File: src/rtl/stepper_pkg.sv
// Shared types and defaults for the step/dir move sequencer.
//   seq_state_t : sequencer FSM states
//   move_cmd_t  : buffered move command {dir, steps, period}
package stepper_pkg;

    localparam int unsigned CMD_STEP_W          = 32;
    localparam int unsigned CMD_TICK_W          = 16;
    localparam int unsigned DEF_PULSE_TICKS     = 4;
    localparam int unsigned DEF_DIR_SETUP_TICKS = 8;

    typedef enum logic [1:0] {
        IDLE      = 2'd0,
        DIR_SETUP = 2'd1,
        PULSE_HI  = 2'd2,
        PULSE_LO  = 2'd3
    } seq_state_t;

    typedef struct packed {
        logic                  dir;
        logic [CMD_STEP_W-1:0] steps;
        logic [CMD_TICK_W-1:0] period;
    } move_cmd_t;

endpackage

File: src/rtl/move_cmd_buffer.sv
// One-entry valid/ready holding register for a pending move command.
//   clk_i, rst_i   : clock, synchronous active-high reset
//   flush_i        : drop any held command
//   in_valid_i/in_ready_o/in_cmd_i : write side (ready while empty)
//   out_valid_o/out_cmd_o/pop_i    : read side (pop frees the entry)
module move_cmd_buffer
    import stepper_pkg::*;
(
    input  logic      clk_i,
    input  logic      rst_i,
    input  logic      flush_i,
    input  logic      in_valid_i,
    output logic      in_ready_o,
    input  move_cmd_t in_cmd_i,
    output logic      out_valid_o,
    output move_cmd_t out_cmd_o,
    input  logic      pop_i
);

    logic      valid_q, valid_d;
    move_cmd_t cmd_q, cmd_d;

    // Flush wins; a write only lands in an empty slot, so push and pop never coincide.
    always_comb begin
        valid_d = valid_q;
        cmd_d   = cmd_q;
        if (flush_i) begin
            valid_d = 1'b0;
        end else if (in_valid_i && !valid_q) begin
            valid_d = 1'b1;
            cmd_d   = in_cmd_i;
        end else if (pop_i) begin
            valid_d = 1'b0;
        end
    end

    always_ff @(posedge clk_i) begin
        if (rst_i) begin
            valid_q <= 1'b0;
            cmd_q   <= '0;
        end else begin
            valid_q <= valid_d;
            cmd_q   <= cmd_d;
        end
    end

    assign in_ready_o  = !valid_q;
    assign out_valid_o = valid_q;
    assign out_cmd_o   = cmd_q;

endmodule

File: src/rtl/step_sequencer.sv
// Move-command sequencer driving step/dir of a stepper phase driver.
//   CLK, reset           : clock, synchronous active-high reset
//   cmd_valid/cmd_ready  : command handshake (ready = pending slot empty, no abort/reset)
//   cmd_dir/steps/period : move direction, step count (0 = null move), step period
//   abort                : cancel active and pending moves
//   step, dir            : outputs to the stepper
//   busy, move_done      : activity flag, one-cycle completion pulse
//   steps_left           : steps remaining in the active move
// STEP_W/TICK_W must not exceed the package command field widths.
module step_sequencer
    import stepper_pkg::*;
#(
    parameter int unsigned STEP_W          = CMD_STEP_W,
    parameter int unsigned TICK_W          = CMD_TICK_W,
    parameter int unsigned PULSE_TICKS     = DEF_PULSE_TICKS,
    parameter int unsigned DIR_SETUP_TICKS = DEF_DIR_SETUP_TICKS
) (
    input  logic              CLK,
    input  logic              reset,
    input  logic              cmd_valid,
    output logic              cmd_ready,
    input  logic              cmd_dir,
    input  logic [STEP_W-1:0] cmd_steps,
    input  logic [TICK_W-1:0] cmd_period,
    input  logic              abort,
    output logic              step,
    output logic              dir,
    output logic              busy,
    output logic              move_done,
    output logic [STEP_W-1:0] steps_left
);

    localparam logic [TICK_W-1:0] HI_LOAD    = TICK_W'(PULSE_TICKS - 1);
    localparam logic [TICK_W-1:0] SETUP_LOAD = TICK_W'(DIR_SETUP_TICKS - 1);
    // Minimum effective period; also the bias that turns eff into a low-phase count load.
    localparam logic [TICK_W-1:0] MIN_EFF    = TICK_W'(PULSE_TICKS + 1);

    seq_state_t        state_q, state_d;
    logic [TICK_W-1:0] cnt_q, cnt_d;
    logic [TICK_W-1:0] eff_q, eff_d;
    logic [STEP_W-1:0] left_q, left_d;
    logic              dir_q, dir_d;
    logic              step_q, step_d;
    logic              done_q, done_d;
    logic              load, take;

    logic              buf_ready, pend_valid;
    move_cmd_t         in_cmd, pend_cmd;
    logic              p_dir;
    logic [STEP_W-1:0] p_steps;
    logic [TICK_W-1:0] p_period, p_eff;

    assign cmd_ready     = buf_ready & ~abort & ~reset;
    assign in_cmd.dir    = cmd_dir;
    assign in_cmd.steps  = CMD_STEP_W'(cmd_steps);
    assign in_cmd.period = CMD_TICK_W'(cmd_period);

    move_cmd_buffer u_pending (
        .clk_i       (CLK),
        .rst_i       (reset),
        .flush_i     (abort),
        .in_valid_i  (cmd_valid & cmd_ready),
        .in_ready_o  (buf_ready),
        .in_cmd_i    (in_cmd),
        .out_valid_o (pend_valid),
        .out_cmd_o   (pend_cmd),
        .pop_i       (load)
    );

    assign p_dir    = pend_cmd.dir;
    assign p_steps  = STEP_W'(pend_cmd.steps);
    assign p_period = TICK_W'(pend_cmd.period);
    assign p_eff    = (p_period > MIN_EFF) ? p_period : MIN_EFF;

    // Next-state / output logic; one down-counter times setup, high and low phases.
    always_comb begin
        state_d = state_q;
        cnt_d   = cnt_q;
        eff_d   = eff_q;
        left_d  = left_q;
        dir_d   = dir_q;
        done_d  = 1'b0;
        load    = 1'b0;
        take    = 1'b0;

        case (state_q)
            IDLE: begin
                if (pend_valid) begin
                    load = 1'b1;
                    if (p_steps == '0) begin
                        done_d = 1'b1;
                    end else begin
                        take = 1'b1;
                    end
                end
            end
            DIR_SETUP: begin
                if (cnt_q == '0) begin
                    state_d = PULSE_HI;
                    cnt_d   = HI_LOAD;
                    if (left_q != '0) begin
                        left_d = left_q - STEP_W'(1);
                    end
                end else begin
                    cnt_d = cnt_q - TICK_W'(1);
                end
            end
            PULSE_HI: begin
                if (cnt_q == '0) begin
                    state_d = PULSE_LO;
                    cnt_d   = eff_q - MIN_EFF;
                end else begin
                    cnt_d = cnt_q - TICK_W'(1);
                end
            end
            PULSE_LO: begin
                if (cnt_q != '0) begin
                    cnt_d = cnt_q - TICK_W'(1);
                end else if (left_q != '0) begin
                    state_d = PULSE_HI;
                    cnt_d   = HI_LOAD;
                    left_d  = left_q - STEP_W'(1);
                end else begin
                    done_d  = 1'b1;
                    state_d = IDLE;
                    // Chain a queued nonzero move; a queued null move is retired from IDLE.
                    if (pend_valid && (p_steps != '0)) begin
                        load = 1'b1;
                        take = 1'b1;
                    end
                end
            end
            default: state_d = IDLE;
        endcase

        // Launch the loaded move, inserting setup time on a direction change.
        if (take) begin
            eff_d = p_eff;
            if (p_dir != dir_q) begin
                dir_d   = p_dir;
                state_d = DIR_SETUP;
                cnt_d   = SETUP_LOAD;
                left_d  = p_steps;
            end else begin
                state_d = PULSE_HI;
                cnt_d   = HI_LOAD;
                left_d  = p_steps - STEP_W'(1);
            end
        end

        // Abort overrides everything but leaves dir untouched.
        if (abort) begin
            state_d = IDLE;
            cnt_d   = '0;
            left_d  = '0;
            dir_d   = dir_q;
            done_d  = 1'b0;
            load    = 1'b0;
        end

        step_d = (state_d == PULSE_HI);
    end

    always_ff @(posedge CLK) begin
        if (reset) begin
            state_q <= IDLE;
            cnt_q   <= '0;
            eff_q   <= '0;
            left_q  <= '0;
            dir_q   <= 1'b0;
            step_q  <= 1'b0;
            done_q  <= 1'b0;
        end else begin
            state_q <= state_d;
            cnt_q   <= cnt_d;
            eff_q   <= eff_d;
            left_q  <= left_d;
            dir_q   <= dir_d;
            step_q  <= step_d;
            done_q  <= done_d;
        end
    end

    assign step       = step_q;
    assign dir        = dir_q;
    assign move_done  = done_q;
    assign steps_left = left_q;
    assign busy       = (state_q != IDLE) | pend_valid;

endmodule
File: config.mk
export PLATFORM = sky130hd
export DESIGN_NAME = step_sequencer
export DESIGN_NICKNAME = d
export VERILOG_FILES = /design/src/rtl/stepper_pkg.sv /design/src/rtl/move_cmd_buffer.sv /design/src/rtl/step_sequencer.sv
export SDC_FILE = /design/constraint.sdc
export NUM_CORES = 1
export LEC_CHECK = 0
export CAP_MARGIN = 20
export CORE_UTILIZATION = 61
export CTS_BUF_LIST = sky130_fd_sc_hd__clkbuf_2 sky130_fd_sc_hd__clkbuf_4 sky130_fd_sc_hd__clkbuf_8
export CTS_CLUSTER_DIAMETER = 150
export DETAILED_ROUTE_END_ITERATION = 8
export PLACE_DENSITY = 0.88
export SLEW_MARGIN = 10
export SYNTH_ARGS = -nofsm -noshare
export SYNTH_HDL_FRONTEND = slang
export SYNTH_SLANG_ARGS = --single-unit
File: constraint.sdc
create_clock -name CLK -period 6.97 [get_ports CLK]
set_input_delay 1.394 -clock CLK [delete_from_list [all_inputs] [get_ports CLK]]
set_output_delay 1.394 -clock CLK [all_outputs]
set_load 0.02 [all_outputs]
==> results.rst, run 1 <==
.. list-table::
   :header-rows: 1

   * - Metric
     - Value
   * - Status
     - complete, no violations
   * - Worst-case clock buffer depth
     - 2
   * - Number of inserted filler cells in the final layout
     - 749
   * - Max transition margin
     - 27.0%
   * - Global-route wire length before repair
     - 29300 um
   * - Congestion Overflow GR
     - 0
   * - Largest driver fanout on the critical path
     - 68
   * - CORE AREA
     - 0.0103 mm2
   * - CTS tree
     - built
   * - Post-route cell area
     - 0.00778 mm2
   * - Synth Flop Type
     - dfxtp_1
   * - Vias
     - approximately 6400
   * - Worst path max stage delay
     - 640 ps
   * - HP Class
     - reg2reg
   * - Effective utilization at floorplan
     - between 60% and 70%
   * - Static Leakage
     - around 2.9 nW
   * - Most frequent cell after synthesis
     - nand2_1
   * - Proportion of layout cells with a drive suffix above 1
     - 6.49%
   * - Total count of hold-check failures in the final report
     - 0
   * - Unrepaired setup endpoints after global routing
     - false
   * - Yosys top cell area share
     - around 37%
   * - Count of final setup violators
     - 0
   * - Xor and xnor fraction of the mapped netlist area
     - 10.0%
   * - Die H
     - approximately 100 um
   * - Arrival @ worst endpoint
     - 3160 ps
   * - Level count of the clock H-tree
     - 4
   * - Worst hold endpoint
     - u_pending.out_cmd_o[1]
   * - Required time worst endpoint
     - between 5000 and 6000 ps
   * - Max-slew violation count
     - 0
   * - Net count after synthesis
     - ~910
   * - Critical R2R Launch
     - u_pending.out_cmd_o[30]
   * - Mux share of post-synthesis cell area
     - 0%
   * - Hold Crit Depth
     - 2
   * - Largest vdd supply drop
     - 0.145 mV
   * - Post-layout minimum cycle time
     - 4560 ps
   * - TritonCTS Buffers
     - 17
   * - Cts-stage hold buffer count
     - 0
   * - Placer congestion estimate
     - 0.918
   * - Post-route worst hold slack
     - roughly 480 ps
   * - Setup CP Type
     - in2out
   * - Netlist area before placement
     - between 0.006 and 0.007 mm2
   * - Dominant combinational cell family by area after synthesis
     - simple AND/OR/NAND/NOR gates
   * - Wire length per cell after detailed routing
     - 16.6 um
   * - Setup slack of the worst register-to-register path
     - 3000 ps
   * - Kind of capture point of the worst setup path
     - output port
   * - Count of flip-flops with a built-in enable after synthesis
     - 0
   * - Detailed router's first-iteration violation count
     - roughly 540
   * - Antenna-violating nets left
     - 0
   * - Post-synthesis cell count
     - 852
   * - Number of top-level pins
     - 90
   * - Critical register-to-register path endpoint
     - steps_left[21]
   * - CTS clk-pin slew, worst paths
     - 70 ps
   * - Worst-skew pair later-pin latency
     - 440 ps
   * - Cell taking the most area after synthesis
     - dfxtp_1
   * - Mean post-synth cell area
     - 7.59 um2
   * - Quantity of gates resized following cts
     - 0
   * - Number of placement rows
     - 37
   * - Element type at the critical path start
     - primary input
   * - Area share of fa/ha/maj cells after synthesis
     - 1.55%
   * - Vias in the first global route
     - 5996
   * - Warning count from the yosys run
     - 0
   * - Number of antenna violations at the first check in global routing
     - 0
   * - Fin Setup TNS
     - 0 ps
   * - Actual transition at the worst max-transition pin
     - between 1000 and 1500 ps
   * - Unique masters post-synth
     - 55
   * - Area after DPL
     - approximately 0.0073 mm2
   * - CTS sink count
     - between 100 and 150
   * - Detailed Place HPWL
     - about 12000 um
   * - Drt pass-1 iters
     - 5
   * - Sequence of cells on the critical path
     - buf_2 -> buf_4 -> or2_2 -> nor2_1 -> clkdlybuf4s50_1
   * - Complex-gate fraction of the synthesized area
     - 17.2%
   * - DRC Markers
     - 0
   * - Leading cell types by total area after synthesis
     - dfxtp_1 (37%), nand2_1 (9.6%), a21oi_1 (8.8%)
   * - F_max
     - 219 MHz
   * - Sequential element share of the synthesized area
     - 36.8%
   * - Pre-CTS setup slack
     - around 2400 ps
   * - Synthesized flop and latch total
     - between 100 and 150
   * - Count of port buffers added during placement
     - 89
   * - Utilization after layout
     - between 70 and 80%
   * - Mean number of vias per cell
     - 6.08
   * - DIE AREA
     - roughly 0.011 mm2
   * - Post-route clock skew
     - 12.0 ps
   * - Antenna Cells
     - 0
   * - Final worst slack
     - ~2400 ps
   * - Layout area overhead
     - 20.4%
   * - Largest net degree at the start of global routing
     - 69
   * - Area fraction in and, or, nand and nor cells after synthesis
     - 29.9%
   * - Post-synth top cells
     - nand2_1 (166), dfxtp_1 (119), a21oi_1 (114)
   * - Max cap viols
     - 0
   * - Cell chosen for the clock root
     - clkbuf_8
   * - All-Layer GR Usage
     - 33.0%
   * - Pwr Density
     - 236 mW/mm2
   * - Post-CTS setup buffers
     - 0
   * - HP Start
     - u_pending.out_cmd_o[1]
   * - Net count of the finished layout
     - around 970
   * - Share of async-settable or async-resettable flops after synthesis
     - 0%
   * - Highest-delay cell along the critical path
     - clkdlybuf4s50_1
   * - Fraction of the cycle the final worst path needs
     - about two thirds
   * - Die Wd
     - 105 um
   * - Number of cells traversed by the worst register-to-register path
     - 7
   * - Final wirelength
     - 17600 um
-- layout by cell type, fill, tap and decap left out, types with 5 or more instances in the layout --
| master | instances |
|---|---|
| a21oi_1 | 114 |
| buf_4 | 5 |
| clkbuf_8 | 19 |
| clkdlybuf4s50_1 | 88 |
| dfxtp_1 | 119 |
| ha_1 | 8 |
| inv_1 | 14 |
| nand2_1 | 166 |
| nand3_1 | 24 |
| nand4_1 | 14 |
| nor2_1 | 41 |
| nor3_1 | 34 |
| nor3b_1 | 5 |
| nor4_1 | 38 |
| o21ai_0 | 18 |
| o21ai_1 | 30 |
| o22ai_1 | 5 |
| or2_2 | 6 |
| or3_1 | 8 |
| or4_1 | 13 |
| xnor2_1 | 34 |
| xor2_1 | 40 |
-- logic make-up after synthesis --
group                      after synthesis
adders and majority gates                8
AOI/OAI and AO/OA                      198
and+or+nand+nor                        385
xor gates and xnor gates                74
buffers and inverters                   68
DFF                                    119
-- routing by layer --
metal  GRT usage, %  vias up  wire [um]
met5              0        -          0
met4           11.4        0        274
met3           6.24       33       1590
met2           51.6      337       7980
met1           45.7     2940       7700
li1               -     3133          -
-- area by class of cell --
class | instances | area, um2 | share of cell area, %
clock buffer | 21 | 277 | 3.55
clock inverter | 11 | 173 | 2.22
inverter | 14 | 52.6 | 0.675
multi-input combinational | 665 | 3810 | 48.9
sequential | 119 | 2380 | 30.6
tap | 136 | 170 | 2.19
timing repair buffer | 94 | 923 | 11.9
-- worst max path at each step --
stage | from | endpoint | slack, ps | cells past startpoint
final | reset | cmd_ready | 2410 | 5
after global routing | reset | cmd_ready | 2310 | 5
after CTS | reset | cmd_ready | 2430 | 5
after detailed placement | reset | cmd_ready | 2420 | 5
after global placement | reset | cmd_ready | 2460 | 5
after floorplan | abort | cmd_ready | 3530 | 2
-- worst max-delay path, delay by kind of cell --
kind,cells,cell delay (ps)
AND/OR/NAND/NOR,2,700
buffers and inverters,3,1030
-- registers in the layout, indices dropped and copies added, names as in the netlist --
register	flops
u_pending.out_cmd_o	49
steps_left	32
cnt_q	16
eff_q	16
state_q	2
dir	1
move_done	1
step	1
u_pending.out_valid_o	1
-- metrics by stage --
stage                     cells  power (mW)
final                      1060        1.84
after global routing       1060        1.91
after CTS                  1060        1.82
after detailed placement   1028        1.13
after global placement     1028        1.12
after floorplan             852        1.02
-- power by group --
part | switching [mW] | internal [mW] | leakage [nW]
clock | 0.289 | 0.417 | 0.227
combinational | 0.251 | 0.153 | 1.69
sequential | 0.0254 | 0.700 | 0.963
(Power assumes the default switching activity.)
==> run 2, diff against run 1 <==
--- a/config.mk
+++ b/config.mk
@@ -6,11 +6,11 @@
 export NUM_CORES = 1
 export LEC_CHECK = 0
 export CAP_MARGIN = 20
-export CORE_UTILIZATION = 61
+export CORE_UTILIZATION = 57
 export CTS_BUF_LIST = sky130_fd_sc_hd__clkbuf_2 sky130_fd_sc_hd__clkbuf_4 sky130_fd_sc_hd__clkbuf_8
 export CTS_CLUSTER_DIAMETER = 150
 export DETAILED_ROUTE_END_ITERATION = 8
-export PLACE_DENSITY = 0.88
+export PLACE_DENSITY = 0.83
 export SLEW_MARGIN = 10
 export SYNTH_ARGS = -nofsm -noshare
 export SYNTH_HDL_FRONTEND = slang
==> constraint.sdc (replaced) <==
create_clock -name CLK -period 4.8 [get_ports CLK]
set_input_delay 0.96 -clock CLK [delete_from_list [all_inputs] [get_ports CLK]]
set_output_delay 0.96 -clock CLK [all_outputs]
set_load 0.02 [all_outputs]
==> run 2 against run 1 <==
Final area grew 0.61%; non-clock buffer count is the same; clock power grew 57%; sequential share of layout area shrank 0.19 points; die area grew 6.9%; register-to-register slack lost 1700 ps; first-iteration DRC count grew 0.74%; power grew 51%; sequential power grew 45%; setup slack lost 1300 ps; critical path type unchanged; highest routed layer unchanged.
==> results.rst, run 2 (same netlist as run 1, synthesis figures left out) <==
.. list-table::
   :header-rows: 1

   * - Metric
     - Value
   * - Sequence of cells on the critical path
     - clkdlybuf4s50_1 -> or2_2 -> nor2_1 -> clkdlybuf4s50_1 (was buf_2 -> buf_4 -> or2_2 -> nor2_1 -> clkdlybuf4s50_1)
   * - Setup CP Type
     - in2out (unchanged)
   * - Kind of capture point of the worst setup path
     - output port (unchanged)
   * - Critical R2R Launch
     - u_pending.out_cmd_o[30] (unchanged)
   * - Max-slew violation count
     - 0 (unchanged)
   * - TritonCTS Buffers
     - 17 (unchanged)
   * - Drt pass-1 iters
     - 8 (was 5)
   * - # placed instances
     - 1032 (was 1028)
   * - Global-route met3 utilization
     - 6.09% (was 6.24%)
   * - Antenna Cells
     - 0 (unchanged)
   * - Post-Layout Cell Count
     - 1064 (was 1060)
   * - F_max
     - 270 MHz
   * - Largest net degree at the start of global routing
     - 68 (was 69)
   * - Actual transition at the worst max-transition pin
     - 1140 ps (was 1090 ps)
   * - Quantity of gates resized following cts
     - 0 (unchanged)
   * - Critical register-to-register path endpoint
     - steps_left[13] (was steps_left[21])
   * - Worst-skew pair later-pin latency
     - 440 ps (about the same)
   * - Fraction of the cycle the final worst path needs
     - between 70 and 80%
   * - Global routing usage on met1
     - 43.0% (was 45.7%)
   * - Global-route wire length before repair
     - 28900 um (was 29300 um)
   * - Arrival @ worst endpoint
     - 2740 ps (was 3160 ps)
   * - HP Class
     - reg2reg (unchanged)
   * - Antenna-violating nets left
     - 0 (unchanged)
   * - Die Wd
     - 109 um (was 105 um)
   * - Static Leakage
     - 2.89 nW (was 2.88 nW)
   * - DIE AREA
     - 0.0118 mm2 (was 0.0110 mm2)
   * - Number of placement rows
     - 38 (was 37)
   * - Count of final setup violators
     - 0 (unchanged)
   * - CTS sink count
     - 119 (unchanged)
   * - Worst-case clock buffer depth
     - 2 (unchanged)
   * - Number of antenna violations at the first check in global routing
     - 0 (unchanged)
   * - Number of top-level pins
     - 90 (unchanged)
   * - DRC Markers
     - 0 (unchanged)
   * - Level count of the clock H-tree
     - 4 (unchanged)
   * - Max cap viols
     - 0 (unchanged)
   * - Largest vdd supply drop
     - 0.231 mV (was 0.145 mV)
   * - Post-CTS setup buffers
     - 0 (unchanged)
   * - Number of buffer and inverter stages on the critical path
     - 2 (was 3)
   * - Cell chosen for the clock root
     - clkbuf_8 (unchanged)
   * - CORE AREA
     - 0.0109 mm2 (was 0.0103 mm2)
   * - Fin Setup TNS
     - 0 ps (unchanged)
   * - Most frequent cells in the layout
     - nand2_1 (166), dfxtp_1 (119), a21oi_1 (114), clkdlybuf4s50_1 (88), nor2_1 (41) (unchanged)
   * - All-Layer GR Usage
     - 31.2% (was 33.0%)
   * - Global-route met2 utilization
     - 48.9% (was 51.6%)
   * - Utilization after layout
     - 71.6% (was 75.7%)
   * - Global-route layer with the greatest usage
     - met2 (unchanged)
   * - Mean number of vias per cell
     - 6.06 (was 6.08)
   * - Setup slack of the worst register-to-register path
     - 1280 ps (was 3000 ps)
   * - Detailed router's first-iteration violation count
     - 547 (was 543)
   * - Vias in the first global route
     - 5917 (was 5996)
   * - CTS clk-pin slew, worst paths
     - 70 ps (about the same)
   * - Post-route clock skew
     - 11.7 ps (was 12.0 ps)
   * - Detailed Place HPWL
     - 12500 um (was 12400 um)
   * - Proportion of layout cells with a drive suffix above 1
     - 6.49% (unchanged)
   * - Pwr Density
     - 353 mW/mm2 (was 236 mW/mm2)
   * - Die H
     - 109 um (was 105 um)
   * - Largest driver fanout on the critical path
     - 13 (was 68)
   * - Worst path max stage delay
     - 640 ps (about the same)
   * - Worst hold endpoint
     - u_pending.out_cmd_o[0] (was u_pending.out_cmd_o[1])
   * - Post-route worst hold slack
     - 480 ps (was 481 ps)
   * - Unrepaired setup endpoints after global routing
     - false (unchanged)
   * - Crit-path most repeated cell
     - clkdlybuf4s50_1
   * - Effective utilization at floorplan
     - 59.1% (was 62.9%)
   * - Element type at the critical path start
     - primary input (unchanged)
   * - Placer congestion estimate
     - 0.938 (was 0.918)
   * - Vias
     - 6444 (was 6443)
   * - Hold Crit Depth
     - 2 (unchanged)
   * - Status
     - complete, no violations (unchanged)
   * - Total count of hold-check failures in the final report
     - 0 (unchanged)
   * - Wire length per cell after detailed routing
     - 16.5 um (was 16.6 um)
   * - Count of port buffers added during placement
     - 89 (unchanged)
   * - Max FFs per register
     - 49 (unchanged)
   * - CTS tree
     - built (unchanged)
   * - Layout area overhead
     - 21.1% (was 20.4%)
   * - Post-layout minimum cycle time
     - 3700 ps
   * - Required time worst endpoint
     - 3840 ps (was 5580 ps)
   * - Net count of the finished layout
     - 972 (unchanged)
   * - Number of cells traversed by the worst register-to-register path
     - 7 (unchanged)
   * - Congestion Overflow GR
     - 0 (unchanged)
   * - Family of cells with the greatest summed delay on the critical path
     - buffers and inverters (unchanged)
   * - Post-route cell area
     - 0.00783 mm2 (was 0.00778 mm2)
   * - HP Start
     - u_pending.out_cmd_o[0] (was u_pending.out_cmd_o[1])
   * - Highest-delay cell along the critical path
     - clkdlybuf4s50_1 (unchanged)
   * - Final wirelength
     - 17600 um (about the same)
   * - Cts-stage hold buffer count
     - 0 (unchanged)
   * - Area after DPL
     - 0.00733 mm2 (about the same)
   * - Max transition margin
     - 23.5% (was 27.0%)
   * - Leading cell type in the layout, fill and taps excluded
     - nand2_1 (unchanged)
[run 2: per-stage QoR]
step                      worst slack [ps]  power (mW)
after global routing                  1020        2.88
final                                 1100        2.77
after global placement                1150        1.64
after CTS                             1100        2.75
after floorplan                       2050        1.48
after detailed placement              1110        1.65
[run 2: how the worst max path moves through the flow]
stage / from / endpoint / slack [ps] / cells past startpoint
after detailed placement: abort / cmd_ready / 1110 / 4
after floorplan: abort / u_pending.out_cmd_o[0] / 2050 / 8
after global placement: abort / cmd_ready / 1150 / 4
final: abort / cmd_ready / 1100 / 4
after CTS: abort / cmd_ready / 1100 / 4
after global routing: u_pending.out_cmd_o[30] / steps_left[13] / 1020 / 7
[run 2: final cells by class]
class                   instances  area [um2]
inverters                      14        52.6
flip-flops and latches        119        2380
well taps                     140         175
repair buffers                 94         923
multi-input cells             665        3810
clock buffers                  20         269
clock inverters                12         223
fillers                       852        3100
[run 2: report_power, final]
part | total, mW | switching [mW] | internal, mW
logic | 0.599 | 0.376 | 0.223
clock network | 1.11 | 0.410 | 0.704
registers | 1.05 | 0.0366 | 1.02
total | 2.77 | 0.823 | 1.94
[run 2: metal layers]
| layer | vias to the layer above | wire, um |
|---|---|---|
| li1 | 3130 | - |
| met1 | 2997 | 7680 |
| met2 | 288 | 8360 |
| met3 | 29 | 1320 |
| met4 | 0 | 252 |
| met5 | - | 0 |
[run 2: worst reg2reg max path: stages (launching register included)]
cell	delay, ps
dfxtp_1	360
nor4_1	660
nand4_1	590
o31ai_1	450
o21bai_4	480
buf_4	540
nor2_1	130
a311oi_2	250
==> run 3, diff against run 2 <==
--- a/config.mk
+++ b/config.mk
@@ -6,11 +6,11 @@
 export NUM_CORES = 1
 export LEC_CHECK = 0
 export CAP_MARGIN = 20
-export CORE_UTILIZATION = 57
+export CORE_UTILIZATION = 52
 export CTS_BUF_LIST = sky130_fd_sc_hd__clkbuf_2 sky130_fd_sc_hd__clkbuf_4 sky130_fd_sc_hd__clkbuf_8
 export CTS_CLUSTER_DIAMETER = 150
 export DETAILED_ROUTE_END_ITERATION = 8
-export PLACE_DENSITY = 0.83
+export PLACE_DENSITY = 0.79
 export SLEW_MARGIN = 10
 export SYNTH_ARGS = -nofsm -noshare
 export SYNTH_HDL_FRONTEND = slang
==> constraint.sdc (replaced) <==
create_clock -name CLK -period 3 [get_ports CLK]
set_input_delay 0.6 -clock CLK [delete_from_list [all_inputs] [get_ports CLK]]
set_output_delay 0.6 -clock CLK [all_outputs]
set_load 0.02 [all_outputs]
==> run 3 against run 2 <==
Clock power up 21%; sequential share of layout area shrank 0.44 points; core utilization decreased by 5.7 points; final cell count increased by 5.1%; die area grew 9.4%; combinational power rose by 69%; via count is 0.17% lower.
==> results.rst, run 3 (same netlist as run 1, synthesis figures left out) <==
.. list-table::
   :header-rows: 1

   * - Metric
     - Value
   * - Status
     - complete, no violations (unchanged)
   * - Quantity of gates resized following cts
     - 0 (unchanged)
   * - Worst-case clock buffer depth
     - 2 (unchanged)
   * - Largest vdd supply drop
     - 0.266 mV (was 0.231 mV)
   * - Required time worst endpoint
     - 2400 ps (was 3840 ps)
   * - Placer congestion estimate
     - 0.952 (was 0.938)
   * - Cell chosen for the clock root
     - clkbuf_8 (unchanged)
   * - Arrival @ worst endpoint
     - 2220 ps (was 2740 ps)
   * - Congestion Overflow GR
     - 0 (unchanged)
   * - End of the critical path
     - cmd_ready (unchanged)
   * - Pre-CTS setup slack
     - 173 ps (was 1110 ps)
   * - Leading cell type in the layout, fill and taps excluded
     - nand2_1 (unchanged)
   * - Layout area overhead
     - 22.9% (was 21.1%)
   * - Antenna Cells
     - 0 (unchanged)
   * - Worst setup path startpoint
     - abort (unchanged)
   * - Die Wd
     - 114 um (was 109 um)
   * - Max-slew violation count
     - 0 (unchanged)
   * - Number of cells traversed by the worst register-to-register path
     - 7 (unchanged)
   * - # placed instances
     - 1086 (was 1032)
   * - Setup CP Type
     - in2out (unchanged)
   * - Post-route clock skew
     - 8.97 ps (was 11.7 ps)
   * - Effective utilization at floorplan
     - 53.6% (was 59.1%)
   * - Post-layout minimum cycle time
     - roughly 2800 ps
   * - Largest net degree at the start of global routing
     - 68 (unchanged)
   * - Kind of capture point of the worst setup path
     - output port (unchanged)
   * - Number of inserted filler cells in the final layout
     - 1051 (was 852)
   * - Critical R2R Launch
     - steps_left[26] (was u_pending.out_cmd_o[30])
   * - Post-Layout Cell Count
     - 1118 (was 1064)
   * - CORE AREA
     - 0.0121 mm2 (was 0.0109 mm2)
   * - Max cap viols
     - 0 (unchanged)
   * - Detailed router's first-iteration violation count
     - 466 (was 547)
   * - All-Layer GR Usage
     - 27.6% (was 31.2%)
   * - Post-CTS setup buffers
     - 0 (unchanged)
   * - Most frequent cells in the layout
     - nand2_1 (166), dfxtp_1 (119), a21oi_1 (114), clkdlybuf4s50_1 (88), nor2_1 (41) (unchanged)
   * - Global-route wire length before repair
     - 28100 um (was 28900 um)
   * - Mean number of vias per cell
     - 5.75 (was 6.06)
   * - Level count of the clock H-tree
     - 4 (unchanged)
   * - Detailed Place HPWL
     - 12400 um (was 12500 um)
   * - Pwr Density
     - 507 mW/mm2 (was 353 mW/mm2)
   * - Number of top-level pins
     - 90 (unchanged)
   * - Element type at the critical path start
     - primary input (unchanged)
   * - Total count of hold-check failures in the final report
     - 0 (unchanged)
   * - HP Class
     - reg2reg (unchanged)
   * - Fin Setup TNS
     - 0 ps (unchanged)
   * - Number of placement rows
     - 40 (was 38)
   * - DIE AREA
     - 0.0129 mm2 (was 0.0118 mm2)
   * - DRC Markers
     - 0 (unchanged)
   * - F_max
     - between 300 and 400 MHz
   * - Fraction of the cycle the final worst path needs
     - 94.1%
   * - Max transition margin
     - 51.4% (was 23.5%)
   * - Area after DPL
     - 0.00759 mm2 (was 0.00733 mm2)
   * - Storage cell area
     - 0.00238 mm2 (unchanged)
   * - Largest driver fanout on the critical path
     - 3 (was 13)
   * - Net count of the finished layout
     - 998 (was 972)
   * - CTS clk-pin slew, worst paths
     - 70 ps (about the same)
   * - Proportion of layout cells with a drive suffix above 1
     - 8.95% (was 6.49%)
   * - Max FFs per register
     - 49 (unchanged)
   * - Post-route worst hold slack
     - 476 ps (was 480 ps)
   * - Antenna-violating nets left
     - 0 (unchanged)
   * - Vias
     - 6433 (was 6444)
   * - Area of the multi-input gates
     - 0.00380 mm2 (was 0.00381 mm2)
   * - Final worst slack
     - 176 ps (was 1100 ps)
   * - Critical register-to-register path endpoint
     - steps_left[17] (was steps_left[13])
   * - TritonCTS Buffers
     - 17 (unchanged)
   * - Die H
     - 114 um (was 109 um)
   * - Unrepaired setup endpoints after global routing
     - false (unchanged)
   * - Final wirelength
     - 17100 um (was 17600 um)
   * - Setup slack of the worst register-to-register path
     - 190 ps (was 1280 ps)
   * - Worst-skew pair later-pin latency
     - 450 ps (was 440 ps)
   * - Count of final setup violators
     - 0 (unchanged)
   * - Static Leakage
     - 2.97 nW (was 2.89 nW)
   * - Drt pass-1 iters
     - 5 (was 8)
   * - Cts-stage hold buffer count
     - 0 (unchanged)
   * - Vias in the first global route
     - 5715 (was 5917)
   * - Actual transition at the worst max-transition pin
     - 723 ps (was 1140 ps)
   * - Hold Crit Depth
     - 2 (unchanged)
   * - Wire length per cell after detailed routing
     - 15.3 um (was 16.5 um)
   * - CTS sink count
     - 119 (unchanged)
   * - CTS tree
     - built (unchanged)
   * - Post-route cell area
     - 0.00795 mm2 (was 0.00783 mm2)
   * - Count of port buffers added during placement
     - 89 (unchanged)
   * - Number of antenna violations at the first check in global routing
     - 0 (unchanged)
## run 3: cell types whose count changed in the layout (fill, tap and decap cells not counted), moves of 2 or more
cell,delta
clkinv_2,+5
clkbuf_4,+3
bufinv_16,-5
buf_4,+24
clkinv_4,-2
buf_12,+2
## run 3: how the worst min path moves through the flow
stage                                  from                      end  slack (ps)
CTS                 u_pending.out_cmd_o[14]  u_pending.out_cmd_o[14]         470
global route         u_pending.out_cmd_o[7]   u_pending.out_cmd_o[7]         500
finish               u_pending.out_cmd_o[5]                 eff_q[5]         480
global placement     u_pending.out_cmd_o[0]   u_pending.out_cmd_o[0]         450
detailed placement  u_pending.out_cmd_o[14]                eff_q[14]         460
floorplan            u_pending.out_cmd_o[0]   u_pending.out_cmd_o[0]         440
## run 3: worst max-delay path, stage by stage
cell and delay [ps]:
clkdlybuf4s50_1 410, or2_2 330, nor2_1 230, clkdlybuf4s50_1 650
## run 3: power breakdown
| group | switching (mW) | internal (mW) | total [mW] |
|---|---|---|---|
| logic | 0.594 | 0.418 | 1.01 |
| clock network | 0.636 | 0.700 | 1.34 |
| registers | 0.0574 | 1.63 | 1.68 |
| total | 1.29 | 2.74 | 4.03 |
## run 3: area by class of cell
class | count | share of cell area (%)
clock buffer | 22 | 3.50
sequential | 119 | 30.0
tap | 168 | 2.65
clock inverter | 10 | 1.01
multi-input combinational | 665 | 47.8
inverter | 14 | 0.661
timing repair buffer | 120 | 14.4
## run 3: layer usage
layer | GRT usage, % | vias to the layer above | part of all wire (%)
met1 | 38.4 | 2915 | 46
met2 | 41.7 | 305 | 44
met3 | 4.99 | 34 | 7.8
met5 | 0 | - | 0
met4 | 12.4 | 0 | 2.1
li1 | - | 3179 | -
## run 3: through the flow
| step | total power, mW | utilization [%] |
|---|---|---|
| detailed placement | 2.71 | 62.9 |
| finish | 4.03 | 65.9 |
| global route | 4.20 | 65.9 |
| global placement | 2.70 | 62.9 |
| floorplan | 2.37 | - |
| CTS | 4.02 | 65.9 |
